[config.mk]
export PLATFORM = sky130hd
export DESIGN_NAME = alu_writeback_stage
export DESIGN_NICKNAME = d
export VERILOG_FILES = /design/src/rtl/alu_writeback_stage.sv
export SDC_FILE = /design/constraint.sdc
export NUM_CORES = 1
export LEC_CHECK = 0
export ABC_AREA = 1
export BUFFER_PORTS_ARGS = -buffer_cell sky130_fd_sc_hd__buf_2
export CORE_MARGIN = 2
export CORE_UTILIZATION = 50
export DETAILED_ROUTE_END_ITERATION = 7
export PLACE_DENSITY = 0.79
export SYNTH_ARGS = -nofsm -noshare
export SYNTH_HDL_FRONTEND = slang
export SYNTH_SLANG_ARGS = --single-unit
[constraint.sdc]
create_clock -name clk -period 1.3 [get_ports clk]
set_input_delay 0.13 -clock clk [delete_from_list [all_inputs] [get_ports clk]]
set_output_delay 0.13 -clock clk [all_outputs]
set_load 0.1 [all_outputs]
[src/rtl/alu_writeback_stage.sv]
// alu_writeback_stage
//   Captures ALU results with a valid/ready handshake. It maintains the
//   CPSR and a sticky overflow bit. Register-writing results go to the
//   register-file write port through an output register backed by a
//   one-entry skid register. in_ready is a flop, so the issue side never
//   sees a combinational path from wb_ready.
//
// Ports
//   clk, rst           clock; synchronous active-high reset
//   in_valid/in_ready  issue-side handshake (in_ready registered)
//   in_opcode          opcode that produced in_r
//   in_option_bits     ALU option bits (3'b010 = FP compare)
//   in_set_flags       instruction requests a CPSR update
//   in_rd, in_r        destination index and ALU result
//   in_negative..in_nan  ALU integer and FP flags
//   wb_valid/wb_ready  register-file write handshake
//   wb_rd, wb_data     writeback index and data
//   cpsr               {N,Z,C,V,INF,SUB,NAN}
//   sticky_v           sticky overflow; clr_sticky clears it (a set wins)
//   illegal_op         one-cycle pulse after an undefined opcode is accepted
module alu_writeback_stage #(
   parameter int WIDTH    = 16,
   parameter int RD_WIDTH = 4
) (
   input  logic                clk,
   input  logic                rst,
   input  logic                in_valid,
   output logic                in_ready,
   input  logic [4:0]          in_opcode,
   input  logic [2:0]          in_option_bits,
   input  logic                in_set_flags,
   input  logic [RD_WIDTH-1:0] in_rd,
   input  logic [WIDTH-1:0]    in_r,
   input  logic                in_negative,
   input  logic                in_zero,
   input  logic                in_cout,
   input  logic                in_overflow,
   input  logic                in_inf,
   input  logic                in_subnormal,
   input  logic                in_nan,
   output logic                wb_valid,
   input  logic                wb_ready,
   output logic [RD_WIDTH-1:0] wb_rd,
   output logic [WIDTH-1:0]    wb_data,
   output logic [6:0]          cpsr,
   output logic                sticky_v,
   input  logic                clr_sticky,
   output logic                illegal_op
);

   localparam logic [4:0] OP_CMP    = 5'b00101;
   localparam logic [2:0] OPT_FPCMP = 3'b010;

   // Opcode decode
   logic is_cmp, is_fp, is_ill, is_wb;

   always_comb begin
      is_cmp = (in_opcode == OP_CMP);
      is_ill = 1'b0;
      is_fp  = 1'b0;
      case (in_opcode)
         5'b01101, 5'b01110,
         5'b10100, 5'b10101, 5'b10110, 5'b10111,
         5'b11101, 5'b11110, 5'b11111: is_ill = 1'b1;
         5'b10001, 5'b10010, 5'b10011: is_fp  = 1'b1;
         default: ;
      endcase
      // A compare counts as FP only when the option bits select an FP compare.
      if (is_cmp && (in_option_bits == OPT_FPCMP)) begin
         is_fp = 1'b1;
      end
      is_wb = !is_cmp && !is_ill;
   end

   // State
   logic [6:0]          cpsr_reg, cpsr_next;
   logic                sticky_reg, sticky_next;
   logic                illegal_reg, illegal_next;
   logic                ready_reg, ready_next;
   logic                out_valid_reg, out_valid_next;
   logic [RD_WIDTH-1:0] out_rd_reg, out_rd_next;
   logic [WIDTH-1:0]    out_data_reg, out_data_next;
   logic                skid_valid_reg, skid_valid_next;
   logic [RD_WIDTH-1:0] skid_rd_reg, skid_rd_next;
   logic [WIDTH-1:0]    skid_data_reg, skid_data_next;

   logic accept, push, flag_upd;

   always_comb begin
      accept   = in_valid && ready_reg;
      push     = accept && is_wb;
      flag_upd = accept && !is_ill && (in_set_flags || is_cmp);

      // Status flags
      cpsr_next    = cpsr_reg;
      sticky_next  = sticky_reg;
      illegal_next = accept && is_ill;
      if (flag_upd) begin
         cpsr_next[6:3] = {in_negative, in_zero, in_cout, in_overflow};
         if (is_fp) begin
            cpsr_next[2:0] = {in_inf, in_subnormal, in_nan};
         end
      end
      // The set term is tested first, so a set in the same cycle as a clear wins.
      if (flag_upd && in_overflow) begin
         sticky_next = 1'b1;
      end else if (clr_sticky) begin
         sticky_next = 1'b0;
      end

      // Writeback buffer
      out_valid_next  = out_valid_reg;
      out_rd_next     = out_rd_reg;
      out_data_next   = out_data_reg;
      skid_valid_next = skid_valid_reg;
      skid_rd_next    = skid_rd_reg;
      skid_data_next  = skid_data_reg;
      if (!out_valid_reg || wb_ready) begin
         // The output register is free, or is being drained this cycle.
         if (skid_valid_reg) begin
            // The skid entry is older, so it moves forward first.
            out_valid_next  = 1'b1;
            out_rd_next     = skid_rd_reg;
            out_data_next   = skid_data_reg;
            skid_valid_next = push;
            if (push) begin
               skid_rd_next   = in_rd;
               skid_data_next = in_r;
            end
         end else if (push) begin
            out_valid_next = 1'b1;
            out_rd_next    = in_rd;
            out_data_next  = in_r;
         end else begin
            out_valid_next = 1'b0;
         end
      end else if (push) begin
         // The output register is stalled, so park the beat in the skid register.
         skid_valid_next = 1'b1;
         skid_rd_next    = in_rd;
         skid_data_next  = in_r;
      end
      // in_ready for the next cycle depends only on next-state skid occupancy.
      ready_next = !skid_valid_next;
   end

   always_ff @(posedge clk) begin
      if (rst) begin
         cpsr_reg       <= '0;
         sticky_reg     <= 1'b0;
         illegal_reg    <= 1'b0;
         ready_reg      <= 1'b1;
         out_valid_reg  <= 1'b0;
         out_rd_reg     <= '0;
         out_data_reg   <= '0;
         skid_valid_reg <= 1'b0;
         skid_rd_reg    <= '0;
         skid_data_reg  <= '0;
      end else begin
         cpsr_reg       <= cpsr_next;
         sticky_reg     <= sticky_next;
         illegal_reg    <= illegal_next;
         ready_reg      <= ready_next;
         out_valid_reg  <= out_valid_next;
         out_rd_reg     <= out_rd_next;
         out_data_reg   <= out_data_next;
         skid_valid_reg <= skid_valid_next;
         skid_rd_reg    <= skid_rd_next;
         skid_data_reg  <= skid_data_next;
      end
   end

   assign in_ready   = ready_reg;
   assign wb_valid   = out_valid_reg;
   assign wb_rd      = out_rd_reg;
   assign wb_data    = out_data_reg;
   assign cpsr       = cpsr_reg;
   assign sticky_v   = sticky_reg;
   assign illegal_op = illegal_reg;

endmodule

### Word-level counts from Yosys, hierarchy flattened

Index checks and enable logic that the tools add are counted.

* multipliers: 0
* reduce and logical (&&, ||, !) cells: 20
* equality and inequality tests: 15
* bitwise gates (word level): 0
* mux-type cells: 20
* shift operators: 0
* divide/modulo/power cells: 0
* $lt $le $gt $ge: 0
* add/sub/neg operators: 0

Operators with widths (count)
* $mux W16: 5
* $eq A5 B5 Y1 const B: 10
* $mux W4: 5
* $eq A5 B4 Y1 const B: 2
* $mux W1: 10
* $reduce_or A9 Y1: 1
* $logic_and A1 B1 Y1: 8
* $eq A5 B3 Y1 const B: 1
* $logic_not A1 Y1: 4
* $reduce_and A2 Y1: 2
* $reduce_bool A2 Y1: 2
* $eq A3 B2 Y1 const B: 1
* $reduce_or A3 Y1: 1
* $logic_or A1 B1 Y1: 2
* $ne A2 B2 Y1 const B: 1

* input bits: 41
* bits in writable memories: 0
* memory bits (read-only): 0
* bits in registers: 52
* bits in latches: 0
* logic and storage cells: 66
* output and inout bits: 31
* memories: 0

### Logic depth before layout (Yosys ltp)

Gate-level depths: netlist (run 1).

* depth after elaboration: 9
* mapped depth: 11
* depth with buffers taken out: 10

### Worst setup path after synthesis (run 1)

Ideal clock, no wire load.

* kind: register -> register
* start point: reg out_valid_reg, in the netlist wb_valid
* end point: reg skid_data_reg[10]
* buffers on the path: 1
* arrival: 1.775 ns
* slack: -0.604 ns
* data required time: 1.172 ns
* setup time: 0.128 ns
* clock period less this slack: 1.904 ns
* stages on the path, launching flop included: 7
* path through: dfxtp_1 -> nand2_1 -> nand2_1 -> nand4_2 -> clkbuf_2 -> o21ai_0 -> a21oi_1

* cells in the longest elaborated chain, start to end: 3
* elaborated cells on any way between the ends: 4
* classes of those cells: eq/ne (1); mux (1); reduce/logical (2)

RTL lines
* start: declaration: line 80 `logic out_valid_reg, out_valid_next;`
* start signal: assignment: line 164 `out_valid_reg <= out_valid_next;`
* $logic_not A1 Y1 (*): line 118 `if (!out_valid_reg || wb_ready) begin`
* $logic_or A1 B1 Y1 (*): line 118
* $ne A2 B2 Y1 (no source line) or $mux W16 (tied branches)
* end signal: assignment: line 169 `skid_data_reg <= skid_data_next;`
* end: declaration: line 85 `logic [WIDTH-1:0] skid_data_reg, skid_data_next;`

Every way passes the cells marked *; elsewhere a longest branch is shown, timed or not.
A chain may end at the register's enable or synchronous reset.

### Final worst setup path (run 1)

* start point: reg out_data_reg[9], in the netlist wb_data[9]
* end point: out wb_data[9]

RTL lines
* start: declaration: line 82 `logic [WIDTH-1:0] out_data_reg, out_data_next;`
* start signal: assignment: line 166 `out_data_reg <= out_data_next;`
* end: declaration: line 44 `output logic [WIDTH-1:0] wb_data,`

No word-level cell between the ends.

==> results of run 1 <==
cell usage after synthesis, drive strengths merged:
library cell,n
inv,50
and2b,1
o22ai,1
nor2,50
dfxtp,52
o21ai,41
nand3,3
nor3,1
nand2,85
nand3b,3
clkbuf,12
buf,5
nand4,2
a21oi,26
stage by stage:
step | hold WS [ns] | TNS [ns] | total power [mW]
finish | 0.0707 | 0 | 3.75
global route | 0.0763 | 0 | 3.94
CTS | 0.0622 | 0 | 3.79
detailed placement | 0.390 | 0 | 2.85
global placement | 0.382 | 0 | 2.83
floorplan | 0.275 | -0.272 | 2.64
power by group:
part / internal (mW) / total [mW] / switching (mW)
clock: 0.426 / 0.942 / 0.516
sequential: 1.69 / 1.74 / 0.0428
combinational: 0.242 / 1.07 / 0.832
total: 2.36 / 3.75 / 1.39
cell type report:
type                    count  area (um^2)
clock inverters             2         10.0
repair buffers             81          468
flip-flops and latches     52         1060
well taps                  52         65.1
fillers                   398         1520
inverters                  50          188
multi-input cells         213          966
clock buffers               6         82.6
layer usage:
layer | share of wire | up-vias | wire length [um]
met5 | 0 | - | 0
met4 | 0.013 | 0 | 63
met3 | 0.047 | 5 | 226
met2 | 0.52 | 46 | 2490
met1 | 0.42 | 957 | 2010
li1 | - | 1153 | -
kinds of logic (layout without fill, tap and decap cells):
logic type / count (synthesis) / count (layout)
buffers and inverters: 67 / 139
AOI/OAI and AO/OA: 68 / 68
DFF: 52 / 52
and+or+nand+nor: 145 / 145
final timing paths:
check	startpoint	end	cells past startpoint
setup / recovery	wb_data[9]$_SDFFE_PP0P_	wb_data[9]	1
hold / removal	in_negative	cpsr[6]$_SDFFE_PP0P_	3
setup reg to reg	in_ready$_SDFF_PP1_	skid_rd_reg[1]$_SDFFE_PP0P_	6
hold reg to reg	skid_data_reg[0]$_SDFFE_PP0P_	skid_data_reg[0]$_SDFFE_PP0P_	2
==> flow_summary.toml, run 1 <==
[layout]
final_cell_mix = "74 x nand2_1, 71 x buf_2, 50 x nor2_1, 49 x inv_1, 42 x dfxtp_1"
fin_cells = 456
drive_above_1_share = 0.285
final_design_area_no_fill_um2 = 2840
syn_to_final_growth_pct = 24.8
finalNetCount = 444
final_util = 0.652
layout_commonest_cell = "nand2_1"
antennaDiodeCount = 0

[setup_path]
cp.required_ns = 1.17
cp.buffers_inverters = 1
rrSetupSlack_ns = 0.13
crit_type = "flip-flop to primary output"
crit_fanout = 2
cp_top_family = "buffers and inverters"
worstSetupEndpointType = "primary output"
arrival_ns = 1.10
max_stage_delay_ns = 0.43
start_kind = "flip-flop"
path_cells = "buf_2"
crit_slowest_cell = "buf_2"

[global_route]
first_global_vias = 1952
grt_usage = 0.203
use_met2 = 0.364
grt_max_degree = 42
grt_pass1_wl_um = 8340
grt_util_met1 = 0.237
overflow = 0
grt_busiest_layer = "met2"
antenna_found_initial = 0
grt_use_met3 = 0.0478

[synth]
ys_ff_latch = 52
synth_mux_area_frac = 0
synth_area_per_cell_um2 = 6.85
synth-simple-area-share = 0.270
synthDominantCellAreaShare = 0.458
syn_inst = 332
yosysSeqAreaShare = 0.458
synth_cell_types = 20
synth_top_family_by_area = "simple AND/OR/NAND/NOR gates"
synth_nets = 373
yosys-top-cells-area = "dfxtp_1 46%, nand2_1 13%, o21ai_0 8.4%, inv_1 8.3%, nor2_1 8.3%"
synth-compound-area-share = 0.150
synth_xor_area_frac = 0
synth_top_area_cell = "dfxtp_1"
synthAdderAreaFrac = 0
synth_warnings = 0
netlist_area_um2 = 2270

[route]
drt_first_pass_iters = 4
vias_per_cell = 4.74
ant_nets = 0
wirelength_um = 4790
vias = 2161
routedWlPerCell_um = 10.5
drtIter0Drc = 84
drc = 0

[pwr]
pwr_density_cell_nw_per_um2 = 1320
p_leak_nw = 1.46
irDropWorstVdd_uv = 775

[die]
rows = 24
io_pins = 72
initial_core_util = 0.522
dieArea_um2 = 5110
core_um2 = 4350
chipHeight_um = 71.5
die_width_um = 71.5

[sta]
fin_crit_ns = 1.23
worstMarginPinSlew_ns = 0.495
slew_violations = 0
max_freq_ghz = 0.816
setup_viol = 0
min_period_over_period = 0.943
finalHoldViolCount = 0
postLayoutSetupSlackWorst_ns = 0.0746
slew_headroom = 0.672
rsz0062_at_grt = "false"
fin_skew_ns = 0.00967

[cts]
cts_setup_buffers = 0
cts_root_buf = "clkbuf_8"
cts_resized = 0
cts_tree = "built"
worstSkewPairLatency_ns = 0.31
cts_max_level = 2
cts_buffers = 5
ctsHoldBuffers = 0
path_clk_slew_ns = 0.09
clock-sinks = 52
cts_buffer_depth = 2

[outcome]
outcome = "completed"

[place]
post-place-ws_ns = 0.0333
io_buffer_count = 71
globalplace.congestion = 0.718
place_inst = 448
dpl-instance-area_um2 = 2750
dp_hpwl_um = 3470

[hold_path]
hp-class = "input port to flip-flop"

[job]
drv_cap = 0
Power figures use the tool's default switching activity.
==> run 2, diff against run 1 <==
--- a/config.mk
+++ b/config.mk
@@ -11,6 +11,7 @@
 export CORE_UTILIZATION = 50
 export DETAILED_ROUTE_END_ITERATION = 7
 export PLACE_DENSITY = 0.79
+export REMOVE_ABC_BUFFERS = 1
 export SYNTH_ARGS = -nofsm -noshare
 export SYNTH_HDL_FRONTEND = slang
 export SYNTH_SLANG_ARGS = --single-unit
==> flow_summary.toml, run 2 (same netlist as run 1, synthesis figures left out) <==
[global_route]
grt_usage = 0.192
overflow = 0
grt_max_degree = 42
first_global_vias = 1863
antenna_found_initial = 0
grt_pass1_wl_um = 7900

[setup_path]
crit_fanout = 2
cp.buffers_inverters = 1
max_stage_delay_ns = 0.43
start_kind = "flip-flop"
worstSetupEndpointType = "primary output"
cp.required_ns = 1.17
crit_type = "flip-flop to primary output"
cp_top_family = "buffers and inverters"
arrival_ns = 1.09
crit_slowest_cell = "buf_2"
path_cells = "buf_2"

[place]
dp_hpwl_um = 3280
io_buffer_count = 71
dpl-instance-area_um2 = 2700
globalplace.congestion = 0.790

[pwr]
p_leak_nw = 1.45
pwr_density_cell_nw_per_um2 = 1340
irDropWorstVdd_uv = 787

[sta]
fin_hold_ws_ns = 0.0665
slew_violations = 0
rsz0062_at_grt = "true"
worstMarginPinSlew_ns = 0.503
finalHoldViolCount = 0
max_freq_ghz = 0.819
slew_headroom = 0.667
min_period_over_period = 0.939
fin_skew_ns = 0.00570
setup_viol = 0
fin_crit_ns = 1.22

[route]
wirelength_um = 4970
vias_per_cell = 4.70
drt_first_pass_iters = 4
drtIter0Drc = 85
drc = 0
vias = 2125
ant_nets = 0
routedWlPerCell_um = 11.0

[hold_path]
hp-class = "input port to flip-flop"

[layout]
final_design_area_no_fill_um2 = 2840
antennaDiodeCount = 0
drive_above_1_share = 0.258
fillCellCount = 403
finalNetCount = 441
final_cell_mix = "74 x nand2_1, 71 x buf_2, 51 x dfxtp_1, 49 x nor2_1, 49 x inv_1"
layout_commonest_cell = "nand2_1"
syn_to_final_growth_pct = 25.0

[die]
dieArea_um2 = 5110
io_pins = 72
die_width_um = 71.5
core_um2 = 4350
chipHeight_um = 71.5
rows = 24
initial_core_util = 0.522

[cts]
cts_tree = "built"
cts_root_buf = "clkbuf_8"
cts_setup_buffers = 0
worstSkewPairLatency_ns = 0.30
cts_buffer_depth = 2
cts_buffers = 5
clock-sinks = 52
path_clk_slew_ns = 0.09
cts_max_level = 2

[outcome]
outcome = "completed"

[job]
drv_cap = 0
==> run 2: changes by cell type in the layout (fill, tap and decap cells not counted), sizes merged <==
| cell | previous run | this run |
|---|---|---|
| buf | 81 | 77 |
| clkbuf | 6 | 8 |
| clkinv | 2 | 0 |
==> run 2: where the power goes <==
group          internal (mW)  switching [mW]
combinational          0.251           0.842
sequential              1.69          0.0390
clock                  0.475           0.500
total                   2.42            1.38
==> run 2: final cells by class <==
class / instances / area (um^2) / area share
Tap cell: 52 / 65.1 / 0.0229
Sequential cell: 52 / 1040 / 0.367
Timing Repair Buffer: 78 / 479 / 0.169
Multi-Input combinational cell: 213 / 972 / 0.342
Clock buffer: 7 / 96.3 / 0.0339
Inverter: 50 / 188 / 0.0660
==> run 2: per-stage QoR <==
stage / cells / setup slack (ns) / setup TNS [ns] / utilization / total power, mW
2_1_floorplan: 315 / -1.01 / -41.90 / - / 2.60
3_3_place_gp: 444 / 0.0505 / 0 / 0.620 / 2.83
3_5_place_dp: 444 / 0.0342 / 0 / 0.620 / 2.85
4_1_cts: 451 / 0.0763 / 0 / 0.642 / 3.81
5_1_grt: 452 / -0.0166 / -0.0381 / 0.653 / 3.97
6_report: 452 / 0.0790 / 0 / 0.653 / 3.80
==> run 2: path summary, 6_finish.rpt <==
path / endpoint / depth (start not counted) / startpoint / slack, ns
max: wb_data[10] / 1 / wb_data[10]$_SDFFE_PP0P_ / 0.08
min reg2reg: skid_rd_reg[3]$_SDFFE_PP0P_ / 2 / skid_rd_reg[3]$_SDFFE_PP0P_ / 0.45
min: sticky_v$_SDFFE_PP0P_ / 4 / clr_sticky / 0.07
max reg2reg: skid_data_reg[8]$_SDFFE_PP0P_ / 6 / wb_valid$_SDFFE_PP0N_ / 0.08
==> run 2: what timing repair did <==
action                     4_1_cts  5_1_grt
hold buffers                     0        0
setup endpoints to repair        0       22
gates resized for setup          0       13
==> run 2: metal layers <==
| metal | vias up | part of all wire | routed length [um] | track usage |
|---|---|---|---|---|
| met5 | - | 0 | 0 | 0 |
| met4 | 0 | 0.012 | 62 | 0.0629 |
| met3 | 5 | 0.054 | 268 | 0.0492 |
| met1 | 927 | 0.43 | 2160 | 0.234 |
| met2 | 46 | 0.50 | 2480 | 0.331 |
| li1 | 1147 | - | - | - |
==> run 2: worst register-to-register path, stage by stage (launching register included) <==
cell	delay, ns
dfxtp_1	0.33
nand2_1	0.11
nand2_2	0.11
nand4_4	0.15
buf_12	0.19
o21ai_0	0.17
a21oi_1	0.06
